<file path="config.mk">
export PLATFORM = sky130hd
export DESIGN_NAME = lsu_controller_flat
export DESIGN_NICKNAME = d
export VERILOG_FILES = /design/src/rtl/lsu_pkg.sv /design/src/rtl/lsu_controller_if.sv /design/src/rtl/lsu_data_align.sv /design/src/rtl/lsu_controller.sv /design/src/flat_wrapper.sv
export SDC_FILE = /design/constraint.sdc
export NUM_CORES = 1
export LEC_CHECK = 0
export BUFFER_PORTS_ARGS = -buffer_cell sky130_fd_sc_hd__buf_4
export CELL_PAD_IN_SITES_DETAIL_PLACEMENT = 0
export CELL_PAD_IN_SITES_GLOBAL_PLACEMENT = 1
export CORE_ASPECT_RATIO = 1.25
export CORE_MARGIN = 5
export CORE_UTILIZATION = 41
export CTS_CLUSTER_SIZE = 25
export DETAILED_ROUTE_END_ITERATION = 8
export GPL_ROUTABILITY_DRIVEN = 0
export GPL_TIMING_DRIVEN = 0
export HOLD_SLACK_MARGIN = 0.1
export PLACE_DENSITY_LB_ADDON = 0.1
export SLEW_MARGIN = 5
export SYNTH_ARGS = -nofsm -noshare
export SYNTH_HDL_FRONTEND = slang
export SYNTH_SLANG_ARGS = --single-unit
export TNS_END_PERCENT = 10
</file>
<file path="constraint.sdc">
create_clock -name clk -period 5.1 [get_ports clk]
set_input_delay 1.02 -clock clk [delete_from_list [all_inputs] [get_ports clk]]
set_output_delay 1.02 -clock clk [all_outputs]
set_load 0.005 [all_outputs]
</file>
<file path="src/rtl/lsu_pkg.sv">
// Shared types and constants for the load/store unit: func3 encodings, opcodes,
// FSM state type and the access legality check used at request time.
package lsu_pkg;

    localparam logic [2:0] F3_B  = 3'b000;
    localparam logic [2:0] F3_H  = 3'b001;
    localparam logic [2:0] F3_W  = 3'b010;
    localparam logic [2:0] F3_BU = 3'b100;
    localparam logic [2:0] F3_HU = 3'b101;

    localparam logic [6:0] OP_LOAD  = 7'b0000011;
    localparam logic [6:0] OP_STORE = 7'b0100011;

    typedef enum logic [2:0] {StIdle, StReq, StWait, StDone, StErr} lsu_state_t;

    // Legal func3 for the access direction and natural alignment of the size.
    function automatic logic access_ok(logic is_load, logic [2:0] f3, logic [1:0] off);
        logic f3_ok;
        logic algn_ok;
        case (f3)
            F3_B, F3_H, F3_W: f3_ok = 1'b1;
            F3_BU, F3_HU:     f3_ok = is_load;
            default:          f3_ok = 1'b0;
        endcase
        case (f3[1:0])
            2'b01:   algn_ok = ~off[0];
            2'b10:   algn_ok = (off == 2'b00);
            default: algn_ok = 1'b1;
        endcase
        return f3_ok & algn_ok;
    endfunction

endpackage

</file>
<file path="src/rtl/lsu_controller_if.sv">
// Data memory request/grant/response bus between the LSU (master) and the memory (slave).
interface lsu_controller_if #(
    parameter int unsigned ADDR_WIDTH = 32,
    parameter int unsigned DATA_WIDTH = 32
);
    logic                  mem_req;
    logic                  mem_we;
    logic [ADDR_WIDTH-1:0] mem_addr;
    logic [DATA_WIDTH-1:0] mem_wdata;
    logic [3:0]            mem_be;
    logic                  mem_gnt;
    logic                  mem_rvalid;
    logic [DATA_WIDTH-1:0] mem_rdata;

    modport master (
        output mem_req, mem_we, mem_addr, mem_wdata, mem_be,
        input  mem_gnt, mem_rvalid, mem_rdata
    );

    modport slave (
        input  mem_req, mem_we, mem_addr, mem_wdata, mem_be,
        output mem_gnt, mem_rvalid, mem_rdata
    );
endinterface

</file>
<file path="src/rtl/lsu_data_align.sv">
// Combinational lane steering: byte enables and replicated store data on the way out,
// byte/halfword selection with sign or zero extension on the way back.
module lsu_data_align
    import lsu_pkg::*;
(
    input  logic        is_store,
    input  logic [2:0]  func3,
    input  logic [1:0]  offset,
    input  logic [31:0] store_data,
    input  logic [31:0] rdata,
    output logic [3:0]  be,
    output logic [31:0] wdata,
    output logic [31:0] load_data
);
    logic [7:0]  rbyte;
    logic [15:0] rhalf;

    always_comb begin
        be    = 4'b0000;
        wdata = store_data;
        case (func3[1:0])
            2'b00: begin
                be    = 4'b0001 << offset;
                wdata = {4{store_data[7:0]}};
            end
            2'b01: begin
                be    = 4'b0011 << {offset[1], 1'b0};
                wdata = {2{store_data[15:0]}};
            end
            2'b10:   be = 4'b1111;
            default: be = 4'b0000;
        endcase
        if (!is_store) be = 4'b0000;
    end

    always_comb begin
        case (offset)
            2'd0:    rbyte = rdata[7:0];
            2'd1:    rbyte = rdata[15:8];
            2'd2:    rbyte = rdata[23:16];
            default: rbyte = rdata[31:24];
        endcase
        rhalf = offset[1] ? rdata[31:16] : rdata[15:0];
    end

    always_comb begin
        case (func3)
            F3_B:    load_data = {{24{rbyte[7]}}, rbyte};
            F3_BU:   load_data = {24'd0, rbyte};
            F3_H:    load_data = {{16{rhalf[15]}}, rhalf};
            F3_HU:   load_data = {16'd0, rhalf};
            default: load_data = rdata;
        endcase
    end

endmodule

</file>
<file path="src/rtl/lsu_controller.sv">
// Multi-cycle load/store sequencer: holds the core stalled while a single access runs
// through the req/gnt/rvalid memory handshake, with misalignment and timeout aborts.
module lsu_controller
    import lsu_pkg::*;
#(
    parameter int unsigned ADDR_WIDTH     = 32,
    parameter int unsigned DATA_WIDTH     = 32,
    parameter int unsigned TIMEOUT_CYCLES = 255
) (
    input  logic                  clk,
    input  logic                  rst_n,
    input  logic                  ld_req,
    input  logic                  st_req,
    input  logic [2:0]            func3,
    input  logic [ADDR_WIDTH-1:0] addr,
    input  logic [DATA_WIDTH-1:0] store_data,
    lsu_controller_if.master      mem,
    output logic [DATA_WIDTH-1:0] load_data,
    output logic                  stall,
    output logic                  done,
    output logic                  misaligned,
    output logic                  timeout
);
    localparam int unsigned CntW = (TIMEOUT_CYCLES > 1) ? $clog2(TIMEOUT_CYCLES + 1) : 1;
    localparam logic [CntW-1:0] TmoLast = CntW'(TIMEOUT_CYCLES - 1);

    lsu_state_t            state_q, state_d;
    logic [CntW-1:0]       cnt_q, cnt_d;
    logic                  err_tmo_q, err_tmo_d;
    logic                  store_q;
    logic [2:0]            func3_q;
    logic [ADDR_WIDTH-1:0] addr_q;
    logic [DATA_WIDTH-1:0] wdata_q;
    logic [DATA_WIDTH-1:0] load_q;
    logic                  latch;
    logic                  req_any;
    logic                  req_ok;
    logic                  tmo_hit;
    logic [DATA_WIDTH-1:0] ext_data;

    assign req_any = ld_req | st_req;
    // ld_req wins when both are raised, so legality is judged as a load.
    assign req_ok  = access_ok(ld_req, func3, addr[1:0]);
    assign tmo_hit = (TIMEOUT_CYCLES != 0) && (cnt_q == TmoLast);

    lsu_data_align u_align (
        .is_store   (store_q),
        .func3      (func3_q),
        .offset     (addr_q[1:0]),
        .store_data (wdata_q),
        .rdata      (mem.mem_rdata),
        .be         (mem.mem_be),
        .wdata      (mem.mem_wdata),
        .load_data  (ext_data)
    );

    always_comb begin
        state_d   = state_q;
        cnt_d     = cnt_q;
        err_tmo_d = err_tmo_q;
        latch     = 1'b0;
        unique case (state_q)
            StIdle: begin
                if (req_any) begin
                    cnt_d = '0;
                    if (req_ok) begin
                        state_d = StReq;
                        latch   = 1'b1;
                    end else begin
                        state_d   = StErr;
                        err_tmo_d = 1'b0;
                    end
                end
            end
            StReq: begin
                cnt_d = cnt_q + CntW'(1);
                if (mem.mem_gnt) begin
                    state_d = store_q ? StDone : StWait;
                end else if (tmo_hit) begin
                    state_d   = StErr;
                    err_tmo_d = 1'b1;
                end
            end
            StWait: begin
                cnt_d = cnt_q + CntW'(1);
                if (mem.mem_rvalid) begin
                    state_d = StDone;
                end else if (tmo_hit) begin
                    state_d   = StErr;
                    err_tmo_d = 1'b1;
                end
            end
            default: state_d = StIdle;
        endcase
    end

    always_ff @(posedge clk or negedge rst_n) begin
        if (!rst_n) begin
            state_q   <= StIdle;
            cnt_q     <= '0;
            err_tmo_q <= 1'b0;
            store_q   <= 1'b0;
            func3_q   <= '0;
            addr_q    <= '0;
            wdata_q   <= '0;
            load_q    <= '0;
        end else begin
            state_q   <= state_d;
            cnt_q     <= cnt_d;
            err_tmo_q <= err_tmo_d;
            if (latch) begin
                store_q <= ~ld_req;
                func3_q <= func3;
                addr_q  <= addr;
                wdata_q <= store_data;
            end
            if (state_q == StWait && mem.mem_rvalid) load_q <= ext_data;
        end
    end

    assign mem.mem_req  = (state_q == StReq);
    assign mem.mem_we   = store_q;
    assign mem.mem_addr = {addr_q[ADDR_WIDTH-1:2], 2'b00};
    assign load_data    = load_q;
    assign done         = (state_q == StDone);
    assign misaligned   = (state_q == StErr) & ~err_tmo_q;
    assign timeout      = (state_q == StErr) & err_tmo_q;
    assign stall        = rst_n & (((state_q == StIdle) & req_any) |
                                   (state_q == StReq) | (state_q == StWait));

endmodule

</file>
<file path="src/flat_wrapper.sv">
// flat-port wrapper written by rule: the top's interface ports become plain ports
module lsu_controller_flat import lsu_pkg::*;
#(
    parameter int unsigned ADDR_WIDTH     = 32,
    parameter int unsigned DATA_WIDTH     = 32,
    parameter int unsigned TIMEOUT_CYCLES = 255
)
  (clk, rst_n, ld_req, st_req, func3, addr, store_data, load_data, stall, done, misaligned, timeout, mem_mem_req, mem_mem_we, mem_mem_addr, mem_mem_wdata, mem_mem_be, mem_mem_gnt, mem_mem_rvalid, mem_mem_rdata);
  lsu_controller_if #(.ADDR_WIDTH(ADDR_WIDTH), .DATA_WIDTH(DATA_WIDTH)) mem_i ();
  input  logic clk;
  input  logic rst_n;
  input  logic ld_req;
  input  logic st_req;
  input  logic [2:0] func3;
  input  logic [ADDR_WIDTH-1:0] addr;
  input  logic [DATA_WIDTH-1:0] store_data;
  output logic [DATA_WIDTH-1:0] load_data;
  output logic stall;
  output logic done;
  output logic misaligned;
  output logic timeout;
  output wire logic [$bits(mem_i.mem_req)-1:0] mem_mem_req;
  output wire logic [$bits(mem_i.mem_we)-1:0] mem_mem_we;
  output wire logic [$bits(mem_i.mem_addr)-1:0] mem_mem_addr;
  output wire logic [$bits(mem_i.mem_wdata)-1:0] mem_mem_wdata;
  output wire logic [$bits(mem_i.mem_be)-1:0] mem_mem_be;
  input wire logic [$bits(mem_i.mem_gnt)-1:0] mem_mem_gnt;
  input wire logic [$bits(mem_i.mem_rvalid)-1:0] mem_mem_rvalid;
  input wire logic [$bits(mem_i.mem_rdata)-1:0] mem_mem_rdata;
  assign mem_mem_req = mem_i.mem_req;
  assign mem_mem_we = mem_i.mem_we;
  assign mem_mem_addr = mem_i.mem_addr;
  assign mem_mem_wdata = mem_i.mem_wdata;
  assign mem_mem_be = mem_i.mem_be;
  assign mem_i.mem_gnt = mem_mem_gnt;
  assign mem_i.mem_rvalid = mem_mem_rvalid;
  assign mem_i.mem_rdata = mem_mem_rdata;
  lsu_controller #(.ADDR_WIDTH(ADDR_WIDTH), .DATA_WIDTH(DATA_WIDTH), .TIMEOUT_CYCLES(TIMEOUT_CYCLES)) u_core (.clk(clk), .rst_n(rst_n), .ld_req(ld_req), .st_req(st_req), .func3(func3), .addr(addr), .store_data(store_data), .mem(mem_i), .load_data(load_data), .stall(stall), .done(done), .misaligned(misaligned), .timeout(timeout));
endmodule
</file>
## Yosys cells after proc, flatten, opt, wreduce, memory -nomap -nowiden

Cells that the tools add are included.

| word-level totals | value |
|---|---|
| logic and storage cells | 84 |
| bits in registers | 112 |
| input port bits | 105 |

| operators by class | value |
|---|---|
| bitwise gates (word level) | 11 |
| reduce and logical (&&, ||, !) cells | 14 |
| add/subtract/negate cells | 1 |
| mux-type cells | 26 |
| eq/ne operators | 22 |
| shift-type cells | 2 |

Operator list:

| cell | number |
|---|---|
| one-hot mux 32 bit (4 select lines) | 1 |
| one-hot mux 32 bit (2 select lines) | 1 |
| one-hot mux 8 bit (3 select lines) | 1 |
| 2-to-1 mux 16 bit | 1 |
| one-hot mux 8 bit (2 select lines) | 1 |
| == test 3 bit, second input constant | 5 |
| 2-to-1 mux 3 bit | 5 |
| one-hot mux 4 bit (3 select lines) | 1 |
| == test 3 x 1 -> 1 bit, second input constant | 3 |
| == test 3 x 2 -> 1 bit, second input constant | 3 |
| logical NOT 3 bit | 3 |
| 2-to-1 mux 1 bit | 9 |
| one-hot mux 3 bit (3 select lines) | 1 |
| adder 8 x 1 -> 8 bit, second input constant | 1 |
| == test 8 bit, second input constant | 1 |
| 2-to-1 mux 8 bit | 1 |
| == test 2 x 1 -> 1 bit, second input constant | 3 |
| == test 2 bit, second input constant | 3 |
| logical NOT 2 bit | 3 |
| inequality test 2 bit, second input constant | 3 |
| AND 1 bit | 5 |
| AND reduction 5 bit | 1 |
| 2-to-1 mux 4 bit | 1 |
| one-hot mux 1 bit (2 select lines) | 2 |
| other kinds (12) | 17 |

## Depth between registers and ports, before layout

Gate-level depths: netlist of run 1.

| depth | value |
|---|---|
| word-level depth | 7 |
| depth in mapped cells | 8 |
| mapped depth without buffers | 6 |

## Hierarchy

Synthesis of run 1 repeated with hierarchy kept, for this count alone.

| unflattened totals | value |
|---|---|
| cells, all modules | 533 |
| area, all modules | 6125.9 µm² |

By module, submodules not included:

| module | times used | seq. area each (µm²) | area each (µm²) | cells an instance |
|---|---|---|---|---|
| lsu_controller | 1 | 2802.7 | 4802.1 | 346 |
| lsu_data_align | 1 | 0.0 | 1323.8 | 187 |

## Least setup slack after synthesis of run 1

OpenSTA, ideal clock, no wires.

| path | value |
|---|---|
| kind | input -> output |
| start point | input ld_req |
| end point | output stall |
| buffers on the path | 1 |
| cell stages on the path | 3 |
| arrival time | 1.840 ns |
| setup slack | 2.240 ns |
| cell sequence | or4_1 clkbuf_1 and3_1 |

| between the ends | value |
|---|---|
| word-level cells in the longest chain between the ends | 5 |

RTL lines:

| item | line | source |
|---|---|---|
| from (decl) | flat_wrapper.sv:12 | `input logic ld_req;` |
| OR 1 bit | lsu_controller.sv:41 | `assign req_any = ld_req \| st_req;` |
| AND 1 bit | lsu_controller.sv:128 | `assign stall = rst_n & (((state_q == StIdle) & req_any) \|` |
| OR 1 bit | lsu_controller.sv:128 |  |
| OR 1 bit | lsu_controller.sv:129 | `(state_q == StReq) \| (state_q == StWait));` |
| AND 1 bit | lsu_controller.sv:128 |  |
| to (decl) | flat_wrapper.sv:18 | `output logic stall;` |

No other way between the ends.

## Worst setup path after layout of run 1

| path | value |
|---|---|
| start point | register u_core.func3_q[1] |
| end point | output mem_mem_wdata[30] |

| between the ends | value |
|---|---|
| word-level cells in the longest chain between the ends | 2 |
| elaborated cells between the ends (all ways) | 3 |
| those cells by class | eq/ne (1); mux (1); reduce/logical (1) |

RTL lines:

| item | line | source |
|---|---|---|
| from (decl) | lsu_controller.sv:31 | `logic [2:0] func3_q;` |
| from (signal assigned) | lsu_controller.sv:113 | `func3_q <= func3;` |
| == test 2 x 1 -> 1 bit / logical NOT 2 bit (equally long branches) | lsu_data_align.sv:21 | `case (func3[1:0])` |
| one-hot mux 32 bit (2 select lines) * | lsu_data_align.sv:21 |  |
| to (decl) | flat_wrapper.sv:25 | `output wire logic [$bits(mem_i.mem_wdata)-1:0] mem_mem_wdata;` |

Mark *: on every way between the ends. The rest lies on a longest branch, timed or not.

==> results of run 1 <==
-- logic make-up (layout without fill, tap and decap cells) --
family	after synthesis	count (layout)	synth area share, %
simple gates	123	123	10.54
compound gates	94	94	10.87
flops	112	112	48.80
mux	100	100	19.59
xor+xnor	4	4	0.6100
other cells	1	2	0.06530
fa+ha+maj	4	4	0.8715
buf+inv	78	302	8.649
-- layer usage --
metal | up-vias | track usage (%) | share of wire (%)
met5 | - | 0 | 0
met3 | 23 | 6.508 | 9.9
li1 | 2229 | - | -
met2 | 179 | 34.74 | 50
met4 | 0 | 6.781 | 2.2
met1 | 2263 | 23.47 | 38
-- cell type report --
class / instances / area (um2)
Fill cell: 1239 / 5931
Sequential cell: 112 / 2803
Multi-Input combinational cell: 327 / 2447
Timing Repair Buffer: 209 / 1593
Buffer: 70 / 466.7
Clock buffer: 10 / 229.0
Tap cell: 175 / 219.0
Clock inverter: 5 / 35.03
Inverter: 8 / 30.03
-- metrics by stage --
stage | instances | total power [mW]
after detailed placement | 901 | 4.175
after global placement | 900 | 4.110
after CTS | 916 | 4.848
after global routing | 916 | 5.145
after floorplan | 517 | 2.958
final | 916 | 4.774
-- worst max path at each step --
stage | end | slack [ns] | cells past startpoint
final | mem_mem_wdata[30] | 1.72 | 5
after global routing | mem_mem_wdata[30] | 1.56 | 5
after CTS | mem_mem_wdata[10] | 1.70 | 4
after detailed placement | stall | 1.92 | 5
after global placement | stall | 1.48 | 3
after floorplan | stall | 2.24 | 3
-- worst max-delay path: cells and delay by family, from the launching register on --
family,cells,cell delay (ns)
flops,1,0.32
compound gates,1,0.23
buf+inv,4,1.45
-- layout by cell type, fill, tap and decap left out, types with 3 or more instances in the layout --
master / instances
or4_1: 3
buf_6: 3
o22a_1: 8
a22o_1: 10
xor2_1: 4
mux2_2: 69
buf_4: 251
nand4_1: 3
mux2_1: 20
a31oi_1: 3
ha_1: 4
dfrtp_1: 112
nand2_1: 45
a21oi_1: 23
nand3_1: 9
and3_1: 3
clkbuf_1: 21
clkinvlp_4: 4
a22oi_1: 6
a21o_1: 8
nor2_1: 30
nor2b_1: 11
clkbuf_16: 9
mux2i_1: 10
nand2b_1: 3
inv_1: 8
o211ai_1: 7
o21ai_0: 18
o21a_1: 3
-- flip-flops by register name, indices dropped and copies added (netlist names) --
signal / flops
u_core.state_q: 3
u_core.load_data: 32
u_core.func3_q: 3
u_core.err_tmo_q: 1
u_core.wdata_q: 32
u_core.addr_q: 32
u_core.mem.mem_we: 1
u_core.cnt_q: 8
-- power breakdown --
part / total, mW / internal [mW] / switching, mW
clock network: 0.652 / 0.328 / 0.324
logic: 2.54 / 1.45 / 1.09
registers: 1.58 / 1.31 / 0.264
total: 4.77 / 3.09 / 1.68
==> results.py, run 1 <==
metrics = {
    "status": {
        "outcome": "finished, final reports clean",
    },
    "layout": {
        "finalNetCount": 846,
        "area_growth_pct": 36.21,
        "stdcell_area_um2": 7823,
        "diodes": 0,
        "drive_gt1_share_pct": 46.42,
        "fin_util_pct": 56.88,
    },
    "global_routing": {
        "overflow": 0,
        "antenna_found_initial": 0,
        "grt_max_degree": 67,
        "grt_pass1_vias": 4984,
        "track_usage_pct": 20.12,
        "grt_pass1_wl_um": 25810,
    },
    "worst_setup_path": {
        "worstSetupStartpoint": "u_core.func3_q[1]",
        "worst-r2r-cell-count": 6,
        "cp-start-kind": "register",
        "r2r_end": "u_core.load_data[24]",
        "reg2reg_from": "u_core.func3_q[1]",
        "crit_type": "register to primary output",
        "crit_required_ns": 4.08,
        "max_stage_delay_ns": 0.51,
        "cpMostUsedCell": "clkbuf_1",
        "worstPathCellList": "clkbuf_1 -> buf_1 -> clkbuf_1 -> o21ai_0 -> buf_4",
        "end_kind": "primary output",
        "critPathArrivalTime_ns": 2.36,
        "cp_max_fo": 10,
        "slowest_stage": "clkbuf_1",
        "r2r_slack_ns": 2.42,
    },
    "synthesis": {
        "avgSynthCellArea_um2": 11.13,
        "synthDominantCellAreaShare_pct": 48.80,
        "yosysSeqAreaShare_pct": 48.80,
        "synth-edff-count": 0,
        "synth-warning-count": 0,
        "synthTopCellsByArea": "dfrtp_1 (49%), mux2_2 (14%), buf_4 (5.8%)",
        "yosysTopAreaCell": "dfrtp_1",
        "ys_ff_latch": 112,
        "synthTopCellsByCount": "dfrtp_1 (112), mux2_2 (69), nand2_1 (45), buf_4 (44), nor2_1 (30)",
        "synth_ff_type": "dfrtp_1",
        "yosysUniqueCellTypes": 49,
        "netlist_instances": 516,
        "syn_area_um2": 5743,
        "yosysMostFrequentCell": "dfrtp_1",
        "async_flop_share_pct": 100.0,
    },
    "die": {
        "fp.dieW_um": 115.9,
        "die_h_um": 142.3,
        "initial_core_util_pct": 41.76,
        "design.die.area_um2": 16490,
        "rows": 48,
        "core_um2": 13750,
        "ios": 211,
    },
    "pwr": {
        "powerDensity_nw_per_um2": 610.3,
        "p_leak_nw": 3.712,
        "ir_drop_v": 0.0003032,
    },
    "routing": {
        "vias_per_cell": 5.124,
        "drcViolationCount": 0,
        "drt-pass1-iter-count": 4,
        "drt-total-wl_um": 16620,
        "ant_nets": 0,
        "wl_per_cell_um": 18.14,
        "drtIter0Drc": 218,
        "via_count": 4694,
    },
    "cts": {
        "cts_resized": 0,
        "clockRootBuffer": "clkbuf_16",
        "clockBufferDepth": 2,
        "clkTransAtPathRegs_ns": 0.07,
        "cts_tree": "built",
        "clkLatencyLatePin_ns": 0.35,
        "h-tree-depth": 3,
        "cts_setup_buffers": 0,
        "cts_buffers": 9,
        "cts.sinks": 112,
        "ctsHoldBuffers": 0,
    },
    "timing": {
        "period_share_pct": 66.24,
        "finalClockSkew_ns": 0.006712,
        "maxSlewHeadroom_pct": 29.45,
        "rsz0062_at_grt": "false",
        "worst_slack_ns": 1.722,
        "finalHoldViolations": 0,
        "fin_crit_ns": 3.378,
        "drv_slew": 0,
        "setup_viol": 0,
        "tightestPinTransition_ns": 1.054,
        "whs_ns": 0.4877,
        "fin_setup_tns_ns": 0,
        "fmax_mhz": 296.0,
    },
    "placed_design": {
        "post-place-ws_ns": 1.924,
        "io_buffers": 208,
        "placed_cell_area_um2": 7559,
        "post-dp-hpwl_um": 12950,
    },
    "worst_hold_path": {
        "hold_depth": 1,
        "hold_end": "u_core.wdata_q[18]",
        "min_path_type": "register to register",
        "worstHoldStart": "u_core.wdata_q[18]",
    },
    "job": {
        "cap_violations": 0,
    },
}
(Power assumes the default switching activity.)
==> run 2: changes to the inputs <==
Settings changed: ABC_AREA from default to 1, CORE_UTILIZATION 41 to 35.
Clock period 5.1 ns to 3.5 ns, I/O delays scaled along.
==> run 2 against run 1 <==
  * Setup slack worse by 1.1 ns
  * Largest cell class unchanged
  * Worst hold slack worse by 0.26 ns
  * Global-route usage down 0.32 points
  * Highest routed layer unchanged
  * Cell count up 43%
  * Sequential share of layout area down 2.4 points
  * Non-clock buffer count up 8
==> results.py, run 2 <==
metrics = {
    "status": {
        "outcome": "finished, final reports clean",
    },
    "global_routing": {
        "grt_pass1_wl_um": 31900,
        "grt_max_degree": 81,
        "grt_pass1_vias": 5963,
        "overflow": 0,
        "track_usage_pct": 19.80,
        "antenna_found_initial": 0,
    },
    "cts": {
        "h-tree-depth": 3,
        "clkLatencyLatePin_ns": 0.35,
        "ctsHoldBuffers": 0,
        "cts_buffers": 9,
        "clockRootBuffer": "clkbuf_16",
        "cts_tree": "built",
        "cts.sinks": 112,
        "clkTransAtPathRegs_ns": 0.08,
        "cts_resized": 0,
        "cts_setup_buffers": 0,
        "clockBufferDepth": 2,
    },
    "pwr": {
        "ir_drop_v": 0.0003219,
        "powerDensity_nw_per_um2": 840.4,
        "p_leak_nw": 4.693,
    },
    "routing": {
        "drt-total-wl_um": 20460,
        "via_count": 5959,
        "drcViolationCount": 0,
        "vias_per_cell": 4.545,
        "ant_nets": 0,
        "wl_per_cell_um": 15.61,
        "drtIter0Drc": 312,
        "drt-pass1-iter-count": 5,
    },
    "synthesis": {
        "synth-edff-count": 0,
        "synth_ff_type": "dfrtp_1",
        "synth_simple_gate_area_share_pct": 35.98,
        "ys_ff_latch": 112,
        "yosysUniqueCellTypes": 33,
        "synthDominantCellAreaShare_pct": 45.12,
        "synth-warning-count": 0,
        "synth_compound_area_share_pct": 5.197,
        "synthAdderAreaFrac_pct": 0.8058,
        "netlist_instances": 861,
        "yosysSeqAreaShare_pct": 45.12,
        "syn_area_um2": 6211,
        "synth_top_family_by_area": "simple AND/OR/NAND/NOR gates",
        "avgSynthCellArea_um2": 7.214,
        "synthTopCellsByArea": "dfrtp_1 (45%), nand2_1 (23%), buf_4 (5.3%)",
        "yosysTopAreaCell": "dfrtp_1",
        "async_flop_share_pct": 100.0,
        "synthTopCellsByCount": "nand2_1 (379), dfrtp_1 (112), inv_1 (68), nand3_1 (65), buf_4 (44)",
        "yosysMostFrequentCell": "nand2_1",
        "synthXorXnorAreaFrac_pct": 0.2820,
        "muxShareOfSynthArea_pct": 0,
    },
    "timing": {
        "rsz0062_at_grt": "false",
        "tightestPinTransition_ns": 0.6584,
        "fmax_mhz": 344.7,
        "maxSlewHeadroom_pct": 56.10,
        "period_share_pct": 82.89,
        "fin_crit_ns": 2.901,
        "finalHoldViolations": 0,
        "fin_setup_tns_ns": 0,
        "finalClockSkew_ns": 0.006054,
        "drv_slew": 0,
        "setup_viol": 0,
    },
    "worst_setup_path": {
        "crit_type": "register to primary output",
        "worstPathCellList": "buf_2 -> buf_1 -> clkbuf_1 -> nand2_1 -> nand2_1 -> buf_4",
        "cp_num_buf_inv": 4,
        "slowest_stage": "clkbuf_1",
        "reg2reg_from": "u_core.state_q[2]",
        "cp-start-kind": "register",
        "cp_top_family": "buffers and inverters",
        "max_stage_delay_ns": 0.51,
        "worstSetupStartpoint": "u_core.func3_q[1]",
        "end_kind": "primary output",
        "cpMostUsedCell": "nand2_1",
        "crit_required_ns": 2.80,
        "cp_max_fo": 10,
        "critPathArrivalTime_ns": 2.20,
    },
    "worst_hold_path": {
        "min_path_type": "input port to asynchronous set/reset pin",
    },
    "layout": {
        "fin_util_pct": 48.06,
        "final_common_cell": "nand2_1",
        "drive_gt1_share_pct": 29.71,
        "finalNetCount": 1191,
        "diodes": 0,
        "layout_common_cells": "nand2_1 (379), buf_4 (251), dfrtp_1 (112)",
        "area_growth_pct": 34.89,
        "instances_no_fill": 1311,
    },
    "job": {
        "cap_violations": 0,
    },
    "die": {
        "die_h_um": 158.9,
        "initial_core_util_pct": 35.63,
        "ios": 211,
        "fp.dieW_um": 129.2,
        "design.die.area_um2": 20530,
        "core_um2": 17430,
        "rows": 54,
    },
    "placed_design": {
        "dp_cells": 1295,
        "io_buffers": 208,
        "post-dp-hpwl_um": 15820,
    },
}
==> run 2: logic make-up (layout without fill, tap and decap cells) <==
kind of cell / Yosys count / after routing
adders and majority gates: 4 / 4
buffers and inverters: 150 / 375
AOI/OAI and AO/OA: 57 / 57
and+or+nand+nor: 535 / 535
other: 1 / 2
DFF: 112 / 112
xor gates and xnor gates: 2 / 2
==> run 2: per-layer routing <==
metal  up-vias  part of all wire (%)  GRT usage, %
li1       3058                     -             -
met1      2689                    40         23.68
met2       184                    49         33.68
met3        28                   7.9         5.034
met4         0                   3.1         7.832
met5         -                     0             0
==> run 2: final timing paths <==
path                                         to  slack [ns]  cells past startpoint
max reg2reg                 u_core.load_data[8]        1.54                      7
max                           mem_mem_wdata[19]        0.60                      6
min                        u_core.load_data[21]        0.22                      1
min in group clk             u_core.wdata_q[24]        0.48                      2
max in group asynchronous    u_core.wdata_q[29]        2.55                      2
min reg2reg                  u_core.wdata_q[24]        0.48                      2
==> run 2: worst register-to-register path, cell delays in order (launching register included) <==
cell and delay [ns]:
dfrtp_1 0.45, nor2_4 0.16, nand3_2 0.21, inv_2 0.17, clkbuf_1 0.39, nand2_1 0.10, nor2_1 0.24, a21boi_1 0.12
==> run 2: cell type report <==
cell class | count | area (um2)
fillers | 1865 | 9054
flip-flops and latches | 112 | 2803
multi-input cells | 600 | 2633
repair buffers | 209 | 1593
plain buffers | 78 | 509.2
well taps | 224 | 280.3
inverters | 72 | 270.3
clock buffers | 10 | 239.0
clock inverters | 6 | 51.30
==> run 2: per-stage QoR <==
stage	area (um2)	total power [mW]	setup WS, ns	hold WS (ns)
final	8378	7.041	0.5990	0.2246
after global routing	8378	7.649	0.4911	0.2337
after CTS	8378	7.154	0.5848	0.2253
after detailed placement	8088	6.089	0.9743	0.4661
after global placement	8056	6.069	0.5345	0.4623
after floorplan	6215	4.280	1.572	0.4044
==> run 2: power by group <==
| group | switching (mW) | leakage [nW] | total (mW) | internal, mW |
|---|---|---|---|---|
| Combinational | 1.95 | 3.18 | 3.79 | 1.84 |
| Clock | 0.512 | 0.133 | 1.02 | 0.513 |
| Sequential | 0.362 | 1.38 | 2.23 | 1.87 |
| Total | 2.82 | 4.69 | 7.04 | 4.22 |
